File: config.mk
export PLATFORM = sky130hd
export DESIGN_NAME = nch_half_pwm_burst
export DESIGN_NICKNAME = d
export VERILOG_FILES = /design/src/rtl/nch_half_pwm_burst.sv
export SDC_FILE = /design/constraint.sdc
export NUM_CORES = 2
export LEC_CHECK = 0
export BUFFER_PORTS_ARGS = -buffer_cell sky130_fd_sc_hd__buf_2
export CAP_MARGIN = 20
export CORE_MARGIN = 1.5
export CORE_UTILIZATION = 57
export CTS_CLUSTER_SIZE = 10
export DETAILED_ROUTE_END_ITERATION = 7
export PLACE_DENSITY = 0.78
export REMOVE_ABC_BUFFERS = 1
export SLEW_MARGIN = 10
export SYNTH_ARGS = -nofsm -noshare
export SYNTH_HDL_FRONTEND = slang
export SYNTH_SLANG_ARGS = --single-unit
File: constraint.sdc
create_clock -name io_clk -period 3.55 [get_ports io_clk]
set_input_delay 0.5325 -clock io_clk [delete_from_list [all_inputs] [get_ports io_clk]]
set_output_delay 0.5325 -clock io_clk [all_outputs]
set_load 0.01 [all_outputs]
File: src/rtl/nch_half_pwm_burst.sv
// nch_half_pwm_burst: CHANNELS independent complementary half-bridge PWM
// engines. Each engine runs A_ON -> DEAD_AB -> B_ON -> DEAD_BA for a
// programmable number of periods (0 = run until aborted). The A/B pair is
// never driven to the active level together.
module nch_half_pwm_burst #(
  parameter int _RAM_WIDTH = 32,
  parameter int CHANNELS   = 4,
  parameter int CNT_WIDTH  = 16
) (
  input  logic                             io_clk,
  input  logic                             io_rst,
  input  logic [CHANNELS-1:0]              io_en,
  input  logic [CHANNELS-1:0]              pwm_dis,
  input  logic [CHANNELS-1:0]              io_defaultLevel,
  input  logic [CHANNELS*_RAM_WIDTH-1:0]   pulse_period,
  input  logic [CHANNELS*_RAM_WIDTH-1:0]   die_period,
  input  logic [CHANNELS*CNT_WIDTH-1:0]    pulse_num,
  output logic [CHANNELS-1:0]              io_pulseOut_a,
  output logic [CHANNELS-1:0]              io_pulseOut_b,
  output logic [CHANNELS-1:0]              busy,
  output logic [CHANNELS-1:0]              pulse_valid
);

  localparam logic [_RAM_WIDTH-1:0] PH_ONE  = _RAM_WIDTH'(1);
  localparam logic [CNT_WIDTH-1:0]  CNT_ONE = CNT_WIDTH'(1);

  typedef enum logic [2:0] {
    S_IDLE,
    S_A_ON,
    S_DEAD_AB,
    S_B_ON,
    S_DEAD_BA
  } state_e;

  for (genvar gi = 0; gi < CHANNELS; gi++) begin : g_ch
    // Live configuration slice for this channel
    logic [_RAM_WIDTH-1:0] cfg_on;
    logic [_RAM_WIDTH-1:0] cfg_dead;
    logic [CNT_WIDTH-1:0]  cfg_num;

    // Burst state and configuration captured at start
    state_e                state_q;
    logic [_RAM_WIDTH-1:0] phase_q;
    logic [_RAM_WIDTH-1:0] on_last_q;
    logic [_RAM_WIDTH-1:0] dead_last_q;
    logic                  dead_skip_q;
    logic [CNT_WIDTH-1:0]  per_cnt_q;
    logic [CNT_WIDTH-1:0]  per_num_q;
    logic                  lvl_q;
    logic                  a_q;
    logic                  b_q;
    logic                  busy_q;
    logic                  valid_q;

    // Phase/period decode
    logic                  on_done;
    logic                  dead_done;
    logic                  period_end;
    logic                  last_period;
    logic [CNT_WIDTH-1:0]  per_cnt_inc;

    assign cfg_on   = pulse_period[gi*_RAM_WIDTH +: _RAM_WIDTH];
    assign cfg_dead = die_period[gi*_RAM_WIDTH +: _RAM_WIDTH];
    assign cfg_num  = pulse_num[gi*CNT_WIDTH +: CNT_WIDTH];

    // Terminal-count compares run at full width, so no counter wrap occurs
    assign on_done     = (phase_q == on_last_q);
    assign dead_done   = (phase_q == dead_last_q);
    assign per_cnt_inc = per_cnt_q + CNT_ONE;
    assign last_period = (per_num_q != '0) && (per_cnt_inc == per_num_q);

    // A full A+B period ends either at the end of DEAD_BA, or at the end of
    // B_ON when dead time is zero and the DEAD states are skipped
    assign period_end = ((state_q == S_B_ON) && on_done && dead_skip_q) ||
                        ((state_q == S_DEAD_BA) && dead_done);

    // Channel FSM with registered outputs; abort and reset take priority
    always_ff @(posedge io_clk) begin
      if (io_rst) begin
        state_q     <= S_IDLE;
        phase_q     <= '0;
        per_cnt_q   <= '0;
        on_last_q   <= '0;
        dead_last_q <= '0;
        dead_skip_q <= 1'b0;
        per_num_q   <= '0;
        lvl_q       <= 1'b0;
        busy_q      <= 1'b0;
        valid_q     <= 1'b0;
        a_q         <= io_defaultLevel[gi];
        b_q         <= io_defaultLevel[gi];
      end else if (pwm_dis[gi]) begin
        state_q   <= S_IDLE;
        phase_q   <= '0;
        per_cnt_q <= '0;
        busy_q    <= 1'b0;
        valid_q   <= 1'b0;
        a_q       <= io_defaultLevel[gi];
        b_q       <= io_defaultLevel[gi];
      end else begin
        valid_q <= 1'b0;
        unique case (state_q)
          S_IDLE: begin
            // Idle outputs track the live inactive level
            a_q    <= io_defaultLevel[gi];
            b_q    <= io_defaultLevel[gi];
            busy_q <= 1'b0;
            if (io_en[gi]) begin
              // An on-time of 0 behaves as 1
              on_last_q   <= (cfg_on == '0) ? '0 : (cfg_on - PH_ONE);
              dead_last_q <= cfg_dead - PH_ONE;
              dead_skip_q <= (cfg_dead == '0);
              per_num_q   <= cfg_num;
              lvl_q       <= io_defaultLevel[gi];
              state_q     <= S_A_ON;
              phase_q     <= '0;
              per_cnt_q   <= '0;
              busy_q      <= 1'b1;
              a_q         <= ~io_defaultLevel[gi];
              b_q         <= io_defaultLevel[gi];
            end
          end
          S_A_ON: begin
            if (on_done) begin
              phase_q <= '0;
              if (dead_skip_q) begin
                state_q <= S_B_ON;
                a_q     <= lvl_q;
                b_q     <= ~lvl_q;
              end else begin
                state_q <= S_DEAD_AB;
                a_q     <= lvl_q;
                b_q     <= lvl_q;
              end
            end else begin
              phase_q <= phase_q + PH_ONE;
            end
          end
          S_DEAD_AB: begin
            if (dead_done) begin
              phase_q <= '0;
              state_q <= S_B_ON;
              a_q     <= lvl_q;
              b_q     <= ~lvl_q;
            end else begin
              phase_q <= phase_q + PH_ONE;
            end
          end
          S_B_ON: begin
            // With zero dead time the period-end block below takes over
            if (on_done) begin
              phase_q <= '0;
              if (!dead_skip_q) begin
                state_q <= S_DEAD_BA;
                a_q     <= lvl_q;
                b_q     <= lvl_q;
              end
            end else begin
              phase_q <= phase_q + PH_ONE;
            end
          end
          S_DEAD_BA: begin
            if (dead_done) begin
              phase_q <= '0;
            end else begin
              phase_q <= phase_q + PH_ONE;
            end
          end
          default: begin
            state_q <= S_IDLE;
            phase_q <= '0;
            busy_q  <= 1'b0;
            a_q     <= io_defaultLevel[gi];
            b_q     <= io_defaultLevel[gi];
          end
        endcase

        // Period boundary: either finish the burst or start the next A phase.
        // In continuous mode the period counter simply wraps.
        if (period_end) begin
          per_cnt_q <= per_cnt_inc;
          if (last_period) begin
            state_q <= S_IDLE;
            busy_q  <= 1'b0;
            valid_q <= 1'b1;
            a_q     <= io_defaultLevel[gi];
            b_q     <= io_defaultLevel[gi];
          end else begin
            state_q <= S_A_ON;
            a_q     <= ~lvl_q;
            b_q     <= lvl_q;
          end
        end
      end
    end

    assign io_pulseOut_a[gi] = a_q;
    assign io_pulseOut_b[gi] = b_q;
    assign busy[gi]          = busy_q;
    assign pulse_valid[gi]   = valid_q;
  end

endmodule

; Yosys cells after proc, flatten, opt, wreduce, memory -nomap -nowiden
; Cells that the tools add are included.
[word_totals]
ramBits = 0
output_inout_bits = 16
ff_bits = 548
word_cells = 396
latch_bits = 0
input_bits = 334
memories = 0
romBits = 0
[classes]
n_reduce_logical = 80
bitwise_logic = 16
multipliers = 0
shifts = 0
order_cmp = 0
n_div = 0
mux = 160
n_addsub = 16
n_eq_ne = 76
[op_table]
columns = op, count
row1 = 32-bit two-way mux, 16
row2 = 32-bit one-hot mux with 3 select lines, 4
row3 = 32-bit equality test, 8
row4 = 32-bit zero test, 8
row5 = "32-bit by 1-bit subtractor with 32-bit output, second input constant", 8
row6 = 16-bit two-way mux, 12
row7 = "32-bit by 1-bit adder with 32-bit output, second input constant", 4
row8 = 1-bit two-way mux, 88
row9 = "5-bit != test, second input constant", 16
row10 = 3-bit two-way mux, 24
row11 = "16-bit by 1-bit adder with 16-bit output, second input constant", 4
row12 = 16-bit equality test, 4
row13 = 16-bit nonzero test, 4
row14 = "3-bit != test, second input constant", 20
row15 = 3-bit one-hot mux with 5 select lines, 4
row16 = "3-bit by 2-bit equality test with 1-bit output, second input constant", 8
row17 = 6-bit AND reduction, 4
row18 = 2-bit OR reduction, 12
row19 = 1-bit one-hot mux with 5 select lines, 4
row20 = 5-bit AND reduction, 4
row21 = 1-bit logical AND, 16
row22 = "2-bit != test, second input constant", 8
row23 = "4-bit != test, second input constant", 4
row24 = 1-bit NOT, 16
row25 = other kinds (11), 48

; Longest topological paths before layout
[logic_depth]
depth_word = 7
mapped_depth = 10
depth_no_buf = 9

; Least setup slack after synthesis
; No wires, ideal clock.
[synth_timing]
path_type = flip-flop to flip-flop
start = register g_ch[3].per_cnt_q[0]
end = register g_ch[3].a_q (data pin)
required_ps = 3285
arrival_ps = 2576
setup_slack_ps = 709
stages_incl_launch_ff = 9
path_buffers = 0
cell_sequence = dfxtp_1 > ha_1 > nand3_1 > or4_1 > xnor2_1 > or4_1 > nor4_2 > or4_1 > nand4_1
[synth_between]
elab_chain_cells = 7
[synth_lines]
columns = element, line_no
row1 = start: declaration, 47  ; logic [CNT_WIDTH-1:0] per_cnt_q;
row2 = start signal: assignment, 181  ; per_cnt_q <= per_cnt_inc;
row3 = 16-bit by 1-bit adder with 16-bit output, 69  ; assign per_cnt_inc = per_cnt_q + CNT_ONE;
row4 = 16-bit equality test, 70  ; assign last_period = (per_num_q != '0) && (per_cnt_inc == per_num_q);
row5 = 1-bit logical AND, 70
row6 = 1-bit two-way mux, 182  ; if (last_period) begin
row7 = 1-bit two-way mux, 180  ; if (period_end) begin
row8 = 1-bit two-way mux, 92  ; end else if (pwm_dis[gi]) begin
row9 = 1-bit two-way mux, 79  ; if (io_rst) begin
row10 = end signal: assignment, 90  ; a_q <= io_defaultLevel[gi];
row11 = end signal: assignment, 98  ; a_q <= io_defaultLevel[gi];
row12 = end signal: assignment, 186  ; a_q <= io_defaultLevel[gi];
row13 = end: declaration, 50  ; logic a_q;
; Every way passes these cells.
; A chain may end at the register's enable or synchronous reset.

; Final worst setup path
[layout_timing]
start = register g_ch[2].per_cnt_q[2]
end = register g_ch[2].a_q (data pin)
[layout_between]
elab_chain_cells = 7
[layout_lines]
columns = element, line_no
row1 = start: declaration, 47
row2 = start signal: assignment, 181
row3 = 16-bit by 1-bit adder with 16-bit output, 69
row4 = 16-bit equality test, 70
row5 = 1-bit logical AND, 70
row6 = 1-bit two-way mux, 182
row7 = 1-bit two-way mux, 180
row8 = 1-bit two-way mux, 92
row9 = 1-bit two-way mux, 79
row10 = end signal: assignment, 90
row11 = end signal: assignment, 98
row12 = end signal: assignment, 186
row13 = end: declaration, 50
; Every way passes these cells.

==> results by group <==
Global routing
  – First-pass GRT wire length: 135,400 um
  – Tot GR Track Use: 28.97%
  – Antenna violations before repair: 12
  – Total grt overflow: 0
  – Largest net degree at the start of global routing: 148
  – Vias in the first global route: 26,430

Setup path
  – Reg2Reg Capture Point: g_ch[2].a_q
  – Max incr delay on CP: 0.64 ns
  – CP Data Required Time: 3.88 ns
  – Crit path buf inv count: 0
  – Worst-path fanout max: 11
  – Worst reg-to-reg path cell count: 7
  – CP max stage cell: or4_1
  – CP Cell Sequence: nand4_1, or4_1, xnor2_1, a2111oi_0, nand4b_1, o21ai_0, a2bb2oi_1
  – Reg-to-reg setup timing slack: 0.38 ns
  – CP arrival: 3.51 ns
  – WS Path Type: flop to flop
  – CP top delay family: simple AND/OR/NAND/NOR gates
  – Startpoint Class: flop
  – RR Startpoint: g_ch[2].per_cnt_q[2]
  – Critical Path Sink Type: flop

Place
  – DPL Wire Length: 62,610 um
  – Setup WS pre-CTS: 0.4203 ns
  – Gpl congestion: 0.9415
  – Port bufs: 349

STA
  – Worst hold margin: 0.1635 ns
  – Worst Slack Setup Final: 0.3755 ns
  – Max_slew headroom: 34.17%
  – Final Hold Vio Count: 0
  – RSZ-0062 raised after global routing: false
  – Clock Skew: 0.03358 ns
  – Fmax: 0.3150 GHz
  – Final worst-path cycle share: 89.42%
  – Worst-margin pin slew: 0.9784 ns
  – Final count of negative-setup-slack endpoints: 0
  – Slew Limit Fails: 0
  – Crit path time final: 3.175 ns

Clocking
  – CTS Sinks: 548
  – Root Buffer: clkbuf_16
  – # Post-CTS Setup Buffers: 0
  – Worst-skew pair later-pin latency: 0.59 ns
  – Post-cts sizing count: 0
  – Clock Tree Buf Depth: 3
  – H-tree depth: 3
  – Cts hold-fix bufs: 0
  – Num CTS Buffers: 66
  – Clock transition at path regs: 0.06 ns
  – TritonCTS clock tree: done

Routing
  – Vias after detailed routing: 29,280
  – Pre-antenna DRT Iters: 7
  – Final ANT Viol Nets: 0
  – WL final: 84,530 um
  – Routed wire per std cell: 17.27 um
  – Initial DRC Count: 2,519
  – DR vias/cell: 5.983
  – # DRC: 0

Floorplan
  – Starting Density: 57.44%
  – FP Rows: 86
  – # IOs: 350
  – Die height: 238.2 um
  – Die span in x: 238.2 um
  – CORE AREA: 54,880 um^2
  – DIE AREA: 56,720 um^2

Finish
  – Filler Cells Inserted: 4,749
  – Share of layout cells above drive strength 1: 12.88%
  – Area growth, synth to finish: 12.26%
  – Nets@finish: 4,512

Synthesis
  – Synth top area share: 34.29%
  – Largest cells by area after synthesis: dfxtp_1 34%, xor2_1 12%, xnor2_1 6.1%
  – FFs w/ async S/R, synth: 0%
  – Number of distinct library cells after synthesis: 81
  – Flop and latch count out of synthesis: 548
  – Number of synthesized flops with an enable pin: 8
  – Average size of a mapped cell: 7.915 um^2
  – Cells after Synth: 3,983
  – Part of the Yosys area used for sequential elements: 35.05%
  – Yosys top cell by area: dfxtp_1
  – Main synth FF type: dfxtp_1
  – Ys Warns: 0
  – Mapped cell area: 31,520 um^2
  – Synth top cells by count: 540 x dfxtp_1, 495 x nor2_1, 435 x xor2_1, 403 x nand2_1, 251 x clkbuf_1
  – Most numerous cell in the Yosys netlist: dfxtp_1

Flow run
  – Maxcap violations: 0

Pwr
  – Cell Pwr Density: 407.0 nW/um^2
  – Total leakage power: 13.54 nW
  – Worst VDD drop: 294.2 uV
  – Power consumption: 14.41 mW

Hold path
  – End point of the worst hold path: g_ch[2].dead_last_q[0]
  – Worst Hold Launch: die_period[64]
  – Hold Path Class: input port to flop
  – Hold path depth: 2

Run status
  – Outcome: finished, final reports clean
==> how the worst max path moves through the flow <==
| stage | start | end | cells past startpoint |
|---|---|---|---|
| floorplan | g_ch[0].state_q[0] | g_ch[0].on_last_q[29] | 7 |
| global placement | g_ch[2].per_cnt_q[2] | g_ch[2].a_q | 7 |
| detailed placement | g_ch[2].per_cnt_q[2] | g_ch[2].a_q | 7 |
| CTS | g_ch[2].per_cnt_q[2] | g_ch[2].a_q | 7 |
| global route | g_ch[2].per_cnt_q[2] | g_ch[2].a_q | 7 |
| finish | g_ch[2].per_cnt_q[2] | g_ch[2].a_q | 7 |
==> worst reg2reg max path: cells and delay by family, from the launching register on <==
kind | cells | cell delay [ns]
AO/OA/AOI/OAI | 3 | 0.93
flip-flops | 1 | 0.51
XOR/XNOR | 1 | 0.16
AND/OR/NAND/NOR | 3 | 1.34
==> flip-flops by register name (all words and copies together) (netlist names) <==
register and count:
g_ch.busy_q 4, g_ch.dead_skip_q 4, g_ch.per_num_q 64, g_ch.lvl_q 4
g_ch.a_q 4, g_ch.dead_last_q 128, g_ch.b_q 4, g_ch.state_q 12
g_ch.phase_q 128, g_ch.per_cnt_q 64, g_ch.valid_q 4, g_ch.on_last_q 128
==> where the power goes <==
part | total [mW] | internal, mW | switching (mW)
Combinational | 1.67 | 0.697 | 0.974
Clock | 6.10 | 3.59 | 2.51
Sequential | 6.64 | 6.42 | 0.220
==> logic make-up (layout without fill, tap and decap cells) <==
logic type	Yosys count	in the layout	share of synthesized area, %
compound gates	667	667	14.10
xor+xnor	655	655	18.20
fa+ha+maj	16	16	0.6350
buf+inv	355	556	4.568
flops	548	548	35.05
mux	10	10	0.3215
other cells	0	5	0
simple gates	1732	1732	27.12
==> layout make-up <==
type	count	area, um^2	share of cell area, %
Clock inverter	2	23.77	0.06717
Antenna cell	5	12.51	0.03535
Timing Repair Buffer	409	2270	6.413
Tap cell	704	880.8	2.489
Sequential cell	548	11050	31.23
Multi-Input combinational cell	3080	19090	53.94
Clock buffer	88	1849	5.225
Inverter	57	214.0	0.6046
==> layout by cell type (no fill, tap or decap), types with 64 or more instances in the layout <==
| master | instances |
|---|---|
| a211oi_1 | 132 |
| a21oi_1 | 168 |
| a22oi_1 | 64 |
| buf_2 | 348 |
| clkbuf_16 | 70 |
| dfxtp_1 | 540 |
| nand2_1 | 403 |
| nand3_1 | 166 |
| nand4_1 | 79 |
| nor2_1 | 491 |
| nor3_1 | 128 |
| nor4_1 | 150 |
| o21ai_0 | 92 |
| or3_1 | 75 |
| xnor2_1 | 220 |
| xor2_1 | 435 |
==> per-stage QoR <==
step	TNS, ns	util [%]	std cells	cell area [um^2]
after global routing	0	64.48	4891	35390
after detailed placement	0	61.05	4798	33500
after global placement	0	61.05	4798	33500
after floorplan	-247.71	-	3685	30300
after CTS	0	64.47	4888	35380
final	0	64.49	4893	35390
==> routing by layer <==
metal	GRT usage, %	vias up	part of all wire (%)
li1	-	14440	-
met1	41.08	13600	46
met2	45.20	1071	44
met3	4.454	153	7.7
met4	8.976	16	2.3
met5	0	-	0.11
(Power assumes the default switching activity.)
